==> src/rtl/ksa_pulse_result_capture.sv <==
// Receiver for the pulse-coded adder: synchronizes GCLK/sum/cout pulses, frames one
// word per GCLK window, flags glitch/race/overflow and queues words in a small FIFO.
module ksa_pulse_result_capture #(
  parameter int NBITS        = 4,
  parameter int FIFO_DEPTH   = 8,
  parameter int SYNC_STAGES  = 2,
  parameter int SKIP_WINDOWS = 0
) (
  input  logic             SCLK_Pad,
  input  logic             rst_Pad,
  input  logic             GCLK_Pad,
  input  logic [NBITS-1:0] sum_Pad,
  input  logic             cout_Pad,
  output logic [NBITS:0]   out_data,
  output logic             out_valid,
  input  logic             out_ready,
  output logic [15:0]      win_count,
  output logic             glitch_err,
  output logic             race_err,
  output logic             ovf_err,
  input  logic             err_clr
);

  localparam int W   = NBITS + 2;
  localparam int AW  = $clog2(FIFO_DEPTH);
  localparam int CW  = AW + 1;
  localparam int SKW = $clog2(SKIP_WINDOWS + 1) + 1;
  localparam logic [SKW-1:0] SKIP_L = SKW'(SKIP_WINDOWS);
  localparam logic [CW-1:0]  FULL_L = CW'(FIFO_DEPTH);

  // Bit layout of every synchronizer stage: {gclk, cout, sum[NBITS-1:0]}
  logic [W-1:0]     sync_q [SYNC_STAGES];
  logic [W-1:0]     sync_d [SYNC_STAGES];
  logic [W-1:0]     prev_q, prev_d;
  logic [NBITS:0]   acc_q, acc_d;
  logic [SKW-1:0]   skip_cnt_q, skip_cnt_d;
  logic [AW-1:0]    wr_ptr_q, wr_ptr_d, rd_ptr_q, rd_ptr_d;
  logic [CW-1:0]    cnt_q, cnt_d;
  logic [NBITS:0]   out_data_q, out_data_d;
  logic [15:0]      win_count_q, win_count_d;
  logic             glitch_q, glitch_d, race_q, race_d, ovf_q, ovf_d;
  logic [NBITS:0]   mem_q [FIFO_DEPTH];

  logic [W-1:0]     rise;
  logic             gclk_rise;
  logic [NBITS:0]   data_rise;
  logic [NBITS:0]   word;
  logic             skip_done, full, push_req, push, pop;

  always_comb begin
    sync_d[0] = {GCLK_Pad, cout_Pad, sum_Pad};
    for (int i = 1; i < SYNC_STAGES; i++) sync_d[i] = sync_q[i-1];
  end

  always_comb begin
    prev_d    = sync_q[SYNC_STAGES-1];
    rise      = sync_q[SYNC_STAGES-1] & ~prev_q;
    gclk_rise = rise[W-1];
    data_rise = rise[NBITS:0];
    // A data pulse coincident with GCLK belongs to the window being closed
    word      = acc_q | data_rise;
    acc_d     = gclk_rise ? '0 : word;

    skip_done  = (skip_cnt_q >= SKIP_L);
    skip_cnt_d = skip_cnt_q;
    if (gclk_rise && !skip_done) skip_cnt_d = skip_cnt_q + 1'b1;

    win_count_d = win_count_q + {15'd0, gclk_rise};

    full     = (cnt_q == FULL_L);
    push_req = gclk_rise && skip_done;
    // Fullness is judged on the registered count, so a same-cycle pop never makes room
    push     = push_req && !full;
    pop      = (cnt_q != '0) && out_ready;

    wr_ptr_d = push ? wr_ptr_q + 1'b1 : wr_ptr_q;
    rd_ptr_d = pop  ? rd_ptr_q + 1'b1 : rd_ptr_q;
    cnt_d    = cnt_q + CW'(push) - CW'(pop);

    // Registered head: forward the incoming word when it lands in the head slot
    if (cnt_d == '0)                      out_data_d = '0;
    else if (push && wr_ptr_q == rd_ptr_d) out_data_d = word;
    else                                  out_data_d = mem_q[rd_ptr_d];

    glitch_d = (glitch_q & ~err_clr) | (!gclk_rise && |(acc_q & data_rise));
    race_d   = (race_q   & ~err_clr) | (gclk_rise && |data_rise);
    ovf_d    = (ovf_q    & ~err_clr) | (push_req && full);
  end

  always_ff @(posedge SCLK_Pad or posedge rst_Pad) begin
    if (rst_Pad) begin
      for (int i = 0; i < SYNC_STAGES; i++) sync_q[i] <= '0;
      prev_q      <= '0;
      acc_q       <= '0;
      skip_cnt_q  <= '0;
      wr_ptr_q    <= '0;
      rd_ptr_q    <= '0;
      cnt_q       <= '0;
      out_data_q  <= '0;
      win_count_q <= '0;
      glitch_q    <= 1'b0;
      race_q      <= 1'b0;
      ovf_q       <= 1'b0;
    end else begin
      for (int i = 0; i < SYNC_STAGES; i++) sync_q[i] <= sync_d[i];
      prev_q      <= prev_d;
      acc_q       <= acc_d;
      skip_cnt_q  <= skip_cnt_d;
      wr_ptr_q    <= wr_ptr_d;
      rd_ptr_q    <= rd_ptr_d;
      cnt_q       <= cnt_d;
      out_data_q  <= out_data_d;
      win_count_q <= win_count_d;
      glitch_q    <= glitch_d;
      race_q      <= race_d;
      ovf_q       <= ovf_d;
    end
  end

  // Storage needs no reset: entries are only visible through the pointers
  always_ff @(posedge SCLK_Pad) begin
    if (push) mem_q[wr_ptr_q] <= word;
  end

  assign out_data   = out_data_q;
  assign out_valid  = (cnt_q != '0);
  assign win_count  = win_count_q;
  assign glitch_err = glitch_q;
  assign race_err   = race_q;
  assign ovf_err    = ovf_q;

endmodule

==> config.mk <==
export PLATFORM = sky130hd
export DESIGN_NAME = ksa_pulse_result_capture
export DESIGN_NICKNAME = d
export VERILOG_FILES = /design/src/rtl/ksa_pulse_result_capture.sv
export SDC_FILE = /design/constraint.sdc
export NUM_CORES = 1
export LEC_CHECK = 0
export BUFFER_PORTS_ARGS = -buffer_cell sky130_fd_sc_hd__buf_2
export CAP_MARGIN = 30
export CORE_AREA = 2 2 122 124
export DETAILED_ROUTE_END_ITERATION = 6
export DIE_AREA = 0 0 124 126
export GPL_TIMING_DRIVEN = 0
export PLACE_DENSITY_LB_ADDON = 0.25
export SETUP_SLACK_MARGIN = 0.1
export SYNTH_ARGS = -nofsm -noshare
export SYNTH_HDL_FRONTEND = slang
export SYNTH_SLANG_ARGS = --single-unit
export TNS_END_PERCENT = 10
==> constraint.sdc <==
create_clock -name SCLK_Pad -period 7.78 [get_ports SCLK_Pad]
set_input_delay 1.167 -clock SCLK_Pad [delete_from_list [all_inputs] [get_ports SCLK_Pad]]
set_output_delay 1.167 -clock SCLK_Pad [all_outputs]
set_load 0.01 [all_outputs]
Word level (Yosys, flattened, before mapping). Memory sizes are Yosys's and may differ from the RTL's. Index checks and enable logic that the tools add are counted.

Bits in writable memories: 40. Logic and storage cells: 55. Input port bits: 10. Memories kept: 1. Bits in latches: 0. ROM bits: 0. Flip-flop bits (word level): 58.

Memories: mem_q (words 8, width 5, read ports 1, clocked after memory_dff 0, wr ports 1, line 42) `logic [NBITS:0] mem_q [FIFO_DEPTH];`.

Div/mod/pow operators: 0. Equality and inequality tests: 2. Reduce and logical (&&, ||, !) cells: 15. $mul: 0. Add/subtract/negate cells: 6. Shifts and indexed selects: 0. Bitwise logic cells: 11. Multiplexer cells: 6. Order comparisons: 1.

Operators with widths (number): 16-bit by 1-bit adder with 16-bit output (1); 5-bit two-way mux (3); 5-bit OR reduction (2); 1-bit logical AND (8); 3-bit by 1-bit adder with 3-bit output, second input constant (2); 6-bit AND (1); 6-bit NOT (1); 5-bit AND (1); 5-bit bitwise OR (1); 4-bit by 1-bit adder with 4-bit output (1); 4-bit == test, second input constant (1); 4-bit logical NOT (1); 4-bit nonzero test (1); 4-bit by 1-bit subtractor with 4-bit output (1); 1-bit AND (3); 3-bit == test (1); 1-bit logical NOT (3); 3-bit two-way mux (1); 1-bit bitwise OR (3); 1-bit two-way mux (2); 1-bit adder, second input constant (1); 1-bit >= comparator, second input constant (1); 1-bit NOT (1).

Longest topological paths before layout. Gate-level depths: netlist of run 1.

Depth in word-level cells: 8. Depth in mapped cells: 15. Gate-level depth less buffers: 13.

Least setup slack after synthesis of run 1. OpenSTA, ideal clock, no wires.

Path type: input to register. From: in out_ready. To: reg out_data_q[0], in the netlist out_data[0]. Arrival time: 3.168 ns. Stages: 9. Path slack: 4.457 ns. Path through: nand2_1 -> buf_2 -> inv_1 -> ha_1 -> inv_1 -> ha_1 -> fa_1 -> nor4_1 -> a211oi_1.

Elaborated cells between the ends (all ways): 9. Those cells by class: add/sub (1); eq/ne (1); mux (3); reduce/logical (3); memory (1).

RTL lines: start, declared (line 16) `input logic out_ready,`; 1-bit logical AND (line 74) `pop = (cnt_q != '0) && out_ready;`; 4-bit by 1-bit subtractor with 4-bit output (line 78) `cnt_d = cnt_q + CW'(push) - CW'(pop);`; net cnt_d[1] (line 38) `logic [CW-1:0] cnt_q, cnt_d;`; 4-bit logical NOT (line 81) `if (cnt_d == '0) out_data_d = '0;`; 5-bit two-way mux (line 81); net out_data_d[0] (line 39) `logic [NBITS:0] out_data_q, out_data_d;`; end signal, assigned (line 112) `out_data_q <= out_data_d;`; end, declared (line 39).

The timed path passes the listed nets, and every way through them passes these cells. A chain may end at the register's enable or synchronous reset.

Worst setup path in the final report of run 1.
From: reg cnt_q[2]. To: reg out_data_q[0], in the netlist out_data[0].

Longest elaborated chain between the ends: 7. Elaborated cells between the ends (all ways): 14. Those cells by class: add/sub (2); eq/ne (2); mux (3); reduce/logical (6); memory (1).

Ends and longest elaborated chain: start, declared (line 38); start signal, assigned (line 111) `cnt_q <= cnt_d;`; 4-bit == test (line 70) `full = (cnt_q == FULL_L);`; 1-bit logical NOT (line 73) `push = push_req && !full;`; 1-bit logical AND (line 73); 4-bit by 1-bit adder with 4-bit output (line 78); 4-bit by 1-bit subtractor with 4-bit output (*) (line 78); net cnt_d[1] (line 38); 4-bit logical NOT (*) (line 81); 5-bit two-way mux (*) (line 81); net out_data_d[0] (line 39).

Mark *: on every way through the listed nets, which the timed path passes. The rest lies on a longest branch.

==> impl_metrics.ini, run 1 <==
[run_status]
outcome = completed

[floorplan]
die_h_um = 126
rows = 44
start_util = 0.294
die_width_um = 124
fp.coreArea_um2 = 14300
dieArea_um2 = 15600
pin_count = 35

[logic_synthesis]
ys_seq_area_frac = 0.624
synth_ff_type = dfrtp_1
netlist_area_um2 = 4210
ys_warn_count = 0
async_flop_share = 0.588
synthCells = 281
synth_cell_type_count = 40
syn_nets = 302
ys_ff_latch = 97
syn_avg_cell_area_um2 = 15.0
synth-edff-count = 40

[layout]
num_antenna_cells = 0
fin_nets = 349
final_cell_area_um2 = 4910
utilization = 0.343
final_cells = 517
syn_to_final_growth_pct = 16.7
drive_above_1_share = 0.237

[global_route]
grtUsageTotal = 0.112
grt_max_degree = 33
grt_pass1_vias = 2481
globalRouteOverflowTotal = 0
antenna_found_initial = 0
grt_pass1_wl_um = 13000

[clocking]
post_cts_buffers = 0
htree_levels = 3
clkSlewWorstSetupHoldPaths_ns = 0.07
cts_tree = yes
cts_num_sinks = 97
clk_latency_ns = 0.35
ctsResizeCount = 0
holdBufCountCts = 0
cts_root_buffer = clkbuf_16
cts_buffer_depth = 2
numCtsBuffers = 9

[routing]
vias_per_cell = 4.61
drt_iter0_markers = 157
firstDrtPassIters = 4
num_vias = 2382
routed_wl_um = 8020
avgRoutedWirePerCell_um = 15.5
ant_nets = 0
drc = 0

[setup_path]
worstReg2RegStart = cnt_q[2]$_DFF_PP0_
cp-startpoint = cnt_q[2]$_DFF_PP0_
r2r_cells = 13
start_kind = flop
reg2reg_slack_ns = 3.88
cp_max_fo = 10
end_kind = flop
worstPathRequired_ns = 7.96
timing.rr.end = out_data[0]$_DFF_PP0_
crit_end = out_data[0]$_DFF_PP0_
critical_path_class = reg -> reg
crit_arrival_ns = 4.07

[timing]
fin_ws_ns = 3.88
maxSlewHeadroom = 0.349
setup_viol_count_final = 0
worstMarginPinSlew_ns = 0.968
finalClockSkew_ns = 0.0106
fin_crit_ns = 3.90
fmax_ghz = 0.257
fin_crit_sh = 0.501
hold_viol = 0
fin_setup_tns_ns = 0
rsz0062_at_grt = no
drv_slew = 0

[placed_design]
pre_cts_slack_ns = 3.70
placed_area_um2 = 4630
routabilityCongestion = 0.735
portBuffers = 34
dp_hpwl_um = 5750
placed_cells = 501

[hold_path]
hp-class = reg -> reg

[power_and_ir_drop]
leakagePower_nw = 2.04
ir_drop_mv = 0.107
power_density_nw_per_um2 = 356

[run]
maxCapViolations = 0
-- power breakdown --
part	switching, mW	leakage (nW)	internal, mW
sequential	0.0536	1.06	0.624
combinational	0.348	0.840	0.309
clock	0.194	0.137	0.221
-- cell type report --
class / instances / area (um^2)
buffer: 9 / 38.8
clock buffer: 10 / 229
clock inverter: 6 / 50.0
fill: 1414 / 9400
inverter: 16 / 60.1
multi-input combinational: 159 / 1480
sequential: 97 / 2630
tap: 184 / 230
timing repair buffer: 36 / 195
-- synthesized netlist by cell type (all sizes together) (4+ instances only) --
| library cell | count | area [um^2] |
|---|---|---|
| a211oi | 6 | 45.0 |
| a21oi | 8 | 51.3 |
| and2 | 4 | 25.0 |
| and3 | 5 | 31.3 |
| buf | 5 | 23.8 |
| clkbuf | 4 | 15.0 |
| dfrtp | 57 | 1430 |
| edfxtp | 40 | 1200 |
| ha | 10 | 125 |
| inv | 15 | 56.3 |
| mux2i | 15 | 150 |
| mux4 | 20 | 450 |
| nand2 | 14 | 52.6 |
| nand4 | 4 | 25.0 |
| nor2 | 18 | 75.1 |
| nor2b | 6 | 37.5 |
| nor3 | 4 | 20.0 |
| xnor2 | 14 | 123 |
| xor2 | 6 | 52.6 |
-- metal layers --
| metal | vias up | global-route usage | routed length [um] |
|---|---|---|---|
| met5 | - | 0 | 0 |
| met2 | 46 | 0.183 | 4000 |
| met4 | 0 | 0.0635 | 221 |
| met3 | 12 | 0.0177 | 249 |
| li1 | 1119 | - | - |
| met1 | 1205 | 0.139 | 3550 |
-- cell usage in the layout, fill, tap and decap left out, types with 6 or more instances in the layout --
| cell | netlist | layout |
|---|---|---|
| dfrtp_1 | 57 | 57 |
| nand2_1 | 14 | 14 |
| xor2_1 | 6 | 6 |
| inv_1 | 15 | 14 |
| clkbuf_16 | 0 | 9 |
| a211oi_1 | 6 | 6 |
| mux2i_1 | 15 | 15 |
| xnor2_1 | 14 | 14 |
| mux4_2 | 20 | 20 |
| buf_2 | 4 | 39 |
| nor2_1 | 17 | 17 |
| a21oi_1 | 7 | 7 |
| nor2b_1 | 6 | 6 |
| ha_1 | 10 | 10 |
| edfxtp_1 | 40 | 40 |
-- cells by family (layout without fill, tap and decap cells) --
logic type / after synthesis / count (layout) / share of synthesized area
muxes: 35 / 35 / 0.143
DFF: 97 / 97 / 0.624
xor gates and xnor gates: 21 / 21 / 0.0470
AOI/OAI and AO/OA: 25 / 25 / 0.0464
adders and majority gates: 11 / 11 / 0.0345
buffers and inverters: 25 / 77 / 0.0235
and+or+nand+nor: 67 / 67 / 0.0817
-- flip-flops by register name, indices dropped and copies added, names as in the netlist --
name,count
acc_q,5
glitch_err,1
prev_d,6
sync_d,6
cnt_q,4
out_data,5
prev_q,6
ovf_err,1
wr_ptr_q,3
win_count,16
race_err,1
rd_ptr_q,3
mem_q,40
-- critical path: stages, from the launching register on --
cell      delay (ns)
dfrtp_1         0.36
inv_1           0.09
ha_1            0.17
or3b_1          0.33
buf_2           0.17
nand2_1         0.18
buf_2           0.37
inv_1           0.09
ha_1            0.28
inv_1           0.04
ha_1            0.20
fa_1            0.45
nor4_1          0.85
a211oi_1        0.15
-- per-stage QoR --
| stage | hold WS (ns) | power [mW] |
|---|---|---|
| after floorplan | 0.331 | 1.18 |
| after global placement | 0.333 | 1.35 |
| after detailed placement | 0.335 | 1.36 |
| after CTS | 0.351 | 1.78 |
| after global routing | 0.357 | 1.87 |
| final | 0.349 | 1.75 |
-- how the worst min path moves through the flow --
stage / startpoint / end / slack (ns) / cells after the start
CTS: sync_d[3]$_DFF_PP0_ / prev_d[3]$_DFF_PP0_ / 0.35 / 0
detailed placement: sync_d[3]$_DFF_PP0_ / prev_d[3]$_DFF_PP0_ / 0.33 / 0
finish: sync_d[1]$_DFF_PP0_ / prev_d[1]$_DFF_PP0_ / 0.35 / 0
global placement: sync_d[5]$_DFF_PP0_ / prev_d[5]$_DFF_PP0_ / 0.33 / 0
floorplan: sync_d[0]$_DFF_PP0_ / prev_d[0]$_DFF_PP0_ / 0.33 / 0
global route: sync_d[2]$_DFF_PP0_ / prev_d[2]$_DFF_PP0_ / 0.36 / 0
Power figures use the tool's default switching activity.
==> inputs of run 2 (changes only) <==
- clock period: 7.78 -> 3.21 ns (I/O delays scaled with it)
==> run 2 against run 1 <==
Net effect:
- flip-flop and latch count stayed put
- register-to-register slack got worse by 3.6 ns
- wire length up 4.0%
- global-route usage rose by 0.25 points
- via count up 2.4%
- total power grew to 2.7 times the previous value
- design area up 4.9%
- combinational power grew to 3.0 times the previous value
- highest routed layer unchanged
==> impl_metrics.ini, run 2 (synthesis results as in run 1) <==
[run_status]
outcome = completed

[setup_path]
worstPathRequired_ns = 3.41
crit_arrival_ns = 3.15
end_kind = flop
critical_path_class = reg -> reg
start_kind = flop
reg2reg_slack_ns = 0.26
cp_max_fo = 5

[timing]
drv_slew = 0
fin_crit_ns = 2.95
fin_crit_sh = 0.919
fmax_ghz = 0.339
finalClockSkew_ns = 0.00362
rsz0062_at_grt = no
fin_hold_ws_ns = 0.241
maxSlewHeadroom = 0.303
worstMarginPinSlew_ns = 1.04
setup_viol_count_final = 0
hold_viol = 0

[power_and_ir_drop]
internal_power_mw = 3.19
ir_drop_mv = 0.367
swShare = 0.337
clockPowerShare = 0.248
leakagePower_nw = 2.12
power_density_nw_per_um2 = 933
seq_power_share = 0.342
p_sw_mw = 1.62
comb_power_share = 0.410

[layout]
syn_to_final_growth_pct = 22.4
largest_reg_flops = 40
drive_above_1_share = 0.312
final_cell_mix = dfrtp_1 (57), edfxtp_1 (40), buf_2 (37), mux4_2 (20), nor2_1 (17)
num_antenna_cells = 0
largest-register = mem_q
fin_nets = 356
final_cells = 524
final_common_cell = dfrtp_1

[floorplan]
die_width_um = 124
dieArea_um2 = 15600
die_h_um = 126
fp.coreArea_um2 = 14300
start_util = 0.294
pin_count = 35
rows = 44

[clocking]
numCtsBuffers = 9
htree_levels = 3
cts_num_sinks = 97
clkSlewWorstSetupHoldPaths_ns = 0.07
clk_latency_ns = 0.34
cts_buffer_depth = 2
cts_root_buffer = clkbuf_16
cts_tree = yes

[global_route]
globalRouteOverflowTotal = 0
antenna_found_initial = 0
grt_max_degree = 33
grt_pass1_vias = 2483
grt_pass1_wl_um = 13300
grtUsageTotal = 0.114

[routing]
drc = 0
routed_wl_um = 8330
firstDrtPassIters = 4
ant_nets = 0
avgRoutedWirePerCell_um = 15.9
num_vias = 2439
drt_iter0_markers = 136
vias_per_cell = 4.65

[placed_design]
dp_hpwl_um = 5830
routabilityCongestion = 0.778
portBuffers = 34
placed_cells = 501

[run]
maxCapViolations = 0

[hold_path]
hp-class = in -> async
[run 2: through the flow]
stage / total power, mW / setup slack (ns) / area, um^2 / TNS [ns] / utilization
floorplan: 2.91 / 0.135 / 4220 / 0 / -
global placement: 3.33 / -0.406 / 4620 / -1.94 / 0.323
detailed placement: 3.35 / -0.398 / 4660 / -1.90 / 0.325
CTS: 4.77 / 0.135 / 5100 / 0 / 0.357
global route: 5.09 / 0.108 / 5150 / 0 / 0.360
finish: 4.81 / 0.261 / 5150 / 0 / 0.360
[run 2: power by group through the flow]
stage	Sequential (mW)	Combinational [mW]	Clock, mW
floorplan	1.67	1.24	0
global placement	1.66	1.67	0
detailed placement	1.67	1.68	0
CTS	1.64	1.91	1.23
global route	1.67	2.15	1.27
finish	1.64	1.97	1.19
[run 2: worst paths after layout]
path	from	end	depth (start not counted)
setup / recovery	cnt_q[2]$_DFF_PP0_	out_data[1]$_DFF_PP0_	14
hold / removal	rst_Pad	win_count[6]$_DFF_PP0_	2
setup reg to reg	cnt_q[2]$_DFF_PP0_	out_data[1]$_DFF_PP0_	14
hold reg to reg	sync_d[2]$_DFF_PP0_	prev_d[2]$_DFF_PP0_	0
max in group asynchronous	rst_Pad	rd_ptr_q[0]$_DFF_PP0_	3
min in group SCLK_Pad	cout_Pad	sync_d[4]$_DFF_PP0_	1
[run 2: area by class of cell]
class / instances / area [um^2]
sequential: 97 / 2630
inverter: 16 / 61.3
tap: 184 / 230
clock buffer: 9 / 225
clock inverter: 7 / 111
fill: 1408 / 9160
buffer: 9 / 57.6
multi-input combinational: 159 / 1590
timing repair buffer: 43 / 251
[run 2: per-layer routing]
layer | share of wire | up-vias | global-route usage
met3 | 0.031 | 2 | 0.0254
met1 | 0.47 | 1260 | 0.152
met5 | 0 | - | 0
li1 | - | 1130 | -
met2 | 0.49 | 47 | 0.184
met4 | 0.0073 | 0 | 0.0377
[run 2: repair_timing]
action | CTS | global route
pin swaps | 5 | 4
endpoints found under the hold margin | 0 | 0
resized for setup | 17 | 10
hold buffers | 0 | 0
setup buffers | 5 | 1
cloned | 0 | 0
endpoints found under the setup margin | 6 | 5
[run 2: critical path, cell delays in order (launching register included)]
cell,delay [ns]
dfrtp_1,0.37
inv_2,0.07
ha_2,0.17
or3b_1,0.33
buf_4,0.17
nand2_4,0.07
buf_12,0.09
inv_1,0.03
ha_1,0.27
inv_2,0.04
ha_4,0.15
fa_2,0.48
nor4_4,0.30
buf_6,0.19
a211oi_2,0.06
